--- config.mk ---
export PLATFORM = sky130hd
export DESIGN_NAME = dmem_arbiter
export DESIGN_NICKNAME = d
export VERILOG_FILES = /design/src/rtl/dmem_arbiter.sv
export SDC_FILE = /design/constraint.sdc
export NUM_CORES = 1
export LEC_CHECK = 0
export CORE_AREA = 2 2 88 90
export DETAILED_ROUTE_END_ITERATION = 10
export DIE_AREA = 0 0 90 92
export PLACE_DENSITY = 0.7
export RECOVER_POWER = 25
export SYNTH_ARGS = -nofsm -noshare
export SYNTH_HDL_FRONTEND = slang
export SYNTH_SLANG_ARGS = --single-unit
--- constraint.sdc ---
create_clock -name vclk -period 3.15
set_input_delay 0.4725 -clock vclk [all_inputs]
set_output_delay 0.4725 -clock vclk [all_outputs]
set_load 0.01 [all_outputs]
--- src/rtl/dmem_arbiter.sv ---
// dmem_arbiter: A-priority two-port arbiter in front of my_dmem.
// Define DMEM_ARB_STARVE_EN to build the wait counter and the FORCE_B starvation guard.
module dmem_arbiter #(
  parameter int ADDR_W   = 6,
  parameter int DATA_W   = 32,
  parameter int MAX_WAIT = 8
) (
  input  logic              clk_in,
  input  logic              reset,
  input  logic              a_req,
  input  logic              a_we,
  input  logic [1:0]        a_opt,
  input  logic [ADDR_W-1:0] a_addr,
  input  logic [DATA_W-1:0] a_wdata,
  output logic [DATA_W-1:0] a_rdata,
  output logic              a_stall,
  input  logic              b_req,
  input  logic              b_we,
  input  logic [1:0]        b_opt,
  input  logic [ADDR_W-1:0] b_addr,
  input  logic [DATA_W-1:0] b_wdata,
  output logic [DATA_W-1:0] b_rdata,
  output logic              b_ack,
  output logic              mem_e,
  output logic              mem_r,
  output logic              mem_w,
  output logic [1:0]        mem_opt,
  output logic [ADDR_W-1:0] mem_addr,
  output logic [DATA_W-1:0] mem_wdata,
  input  logic [DATA_W-1:0] mem_rdata,
  output logic              owner
);
  logic force_b, sel_b, req, we;
`ifdef DMEM_ARB_STARVE_EN
  localparam int WW = $clog2(MAX_WAIT) + 1;
  localparam logic [WW-1:0] WLAST = WW'(MAX_WAIT - 1);
  typedef enum logic {A_OWN, FORCE_B} state_t;
  state_t state, state_n;
  logic [WW-1:0] wcnt, wcnt_n;
  always_ff @(posedge clk_in) begin
    if (reset) begin
      state <= A_OWN;
      wcnt  <= '0;
    end else begin
      state <= state_n;
      wcnt  <= wcnt_n;
    end
  end
  // Only a blocked B in A_OWN counts; anything else (idle, ack, forced cycle) clears.
  always_comb begin
    state_n = A_OWN;
    wcnt_n  = '0;
    if (state == A_OWN && a_req && b_req) begin
      state_n = (wcnt == WLAST) ? FORCE_B : A_OWN;
      wcnt_n  = (wcnt == WLAST) ? '0 : wcnt + 1'b1;
    end
  end
  assign force_b = (state == FORCE_B) & ~reset;
`else
  logic unused_max_wait;
  assign unused_max_wait = MAX_WAIT > 0;
  assign force_b = 1'b0;
`endif
  assign sel_b     = ~reset & (force_b | (~a_req & b_req));
  assign req       = ~reset & (sel_b ? b_req : a_req);
  assign we        = sel_b ? b_we : a_we;
  assign owner     = sel_b;
  assign mem_e     = req;
  assign mem_r     = req & ~we;
  assign mem_w     = req & we;
  assign mem_opt   = sel_b ? b_opt : a_opt;
  assign mem_addr  = sel_b ? b_addr : a_addr;
  assign mem_wdata = sel_b ? b_wdata : a_wdata;
  assign b_ack     = sel_b & b_req;
  assign a_stall   = force_b;
  assign a_rdata   = mem_rdata;
  assign b_rdata   = mem_rdata;
endmodule

==> reports/summary.txt <==
share of cells above drive strength 1: 22.4%
total track usage: 7.77%
tightest hold margin: 0.945 ns
port buffer count: 130
Max Slew Vio Count: 0
total number of sequential cells: 0
Layout area overhead: 87.2%
postcts setup bufs: 0
storage element area: 0 µm²
Die H: 92 µm
DP HPWL: 3.12 mm
Setup WS post-layout: 0.280 ns
Via density: 3.44
Post-CTS Hold Buffers: 0
pin count of the biggest net entering global routing: 32
period utilisation layout: 91.1%
max_cap viols: 0
Mapped Cells: 120
maximum fanout along the worst path: 31
hold depth: 0
fin util: 26.6%
Mapped Nets: 238
vias in the first global route: 985
Critical Path Sink Type: primary output
PostCTS Resize Cnt: 0
outcome: completed
DIE WIDTH: 90 µm
final-report hold violation count: 0
vias: 981
Post-Route Setup TNS: 0 ns
Hold Crit Class: input pin to primary output
Ports: 228
top cells by area, synth: buf_4, mux2_2, buf_6
Syn Area/Cell: 8.82 µm²
fill cell count: 794
Core Box Area: 0.00745 mm²
RSZ-0062 raised after global routing: false
cell leakage power: 0.694 nW
Clock buffer cells: 0
most common cell in the netlist: buf_4
Multi-input gate area: 526 µm²
Post-Route WL: 3.66 mm
top cell type by total area after synthesis: buf_4
Distinct cells, synth: 13
Ys Warns: 0
Die Area: 0.00828 mm²
antenna viol nets, final: 0
Worst Path Required: 2.68 ns
worst vdd ir: 0.0000308 V
final-report setup violation count: 0
post-route minimum period: 2.87 ns
dpl ws: 0.265 ns
mapped cell area: 0.00106 mm²
fin nets: 303
DRC: 0
DR WL/cell: 12.8 µm
Overflow after GRT: 0
global-route wire length before repair: 5.40 mm
FMAX: 0.348 GHz
critical path type: input pin to primary output
initial antenna violation count: 0
Initial Utilization: 14.2%
number of core rows: 32
sequential fraction of the synthesis area: 0%
Synth top cells by count: buf_4, mux2_2, buf_6, mux2_1
PwrDens: 134 mW/mm²
critical path startpoint category: input pin
DR pass1 iterations: 4
Synth top area share: 46.1%
DR iter-0 viols: 32
placer congestion estimate: 0.702
# diodes: 0
Critical Path AT: 2.40 ns
kinds of logic after synthesis:
family	count (synthesis)	synth area share (%)
AOI/OAI and AO/OA	2	0.946
other	1	0.354
muxes	40	42.6
and+or+nand+nor	8	5.79
buffers and inverters	69	50.4
power by group:
group / internal [mW] / switching (mW) / total [mW]
sequential: 0 / 0 / 0
clock: 0 / 0 / 0
combinational: 0.193 / 0.0735 / 0.266
total: 0.193 / 0.0735 / 0.266
metrics by stage:
stage,instance area (µm²),instances,total power [mW]
after global routing,1980,285,0.282
after detailed placement,1980,285,0.267
final,1980,285,0.266
after CTS,1980,285,0.269
after floorplan,1060,120,0.163
after global placement,1980,285,0.265
layout make-up:
type                       count  share of cell area [%]
multi-input combinational     51                    26.5
timing repair buffer         132                    67.0
tap                          102                    6.44
worst paths after layout:
kind / from / slack [ns] / end
worst max-delay path: a_req / 0.28 / mem_wdata[24]
worst min-delay path: mem_rdata[18] / 0.95 / a_rdata[18]
critical path, cell delays in order:
cell	delay [ns]
clkdlybuf4s50_1	0.53
nor3b_4	0.29
buf_12	0.23
mux2_2	0.37
clkdlybuf4s50_1	0.49
placed cells by master (no fill, tap or decap):
master	instances
or2b_1	1
nor3b_4	1
nand2_1	1
or3b_2	1
mux2_1	3
nand3b_1	1
mux2_2	37
a21oi_1	2
clkdlybuf4s50_1	130
conb_1	1
nor2_1	2
buf_4	1
buf_12	1
nor3b_1	1
metal layers:
layer	share of wire (%)	track usage [%]	up-vias
met5	0	0	-
li1	-	-	463
met1	37	8.83	421
met4	3.2	2.82	0
met3	15	3.37	20
met2	45	13.0	77
(Power assumes the default switching activity.)
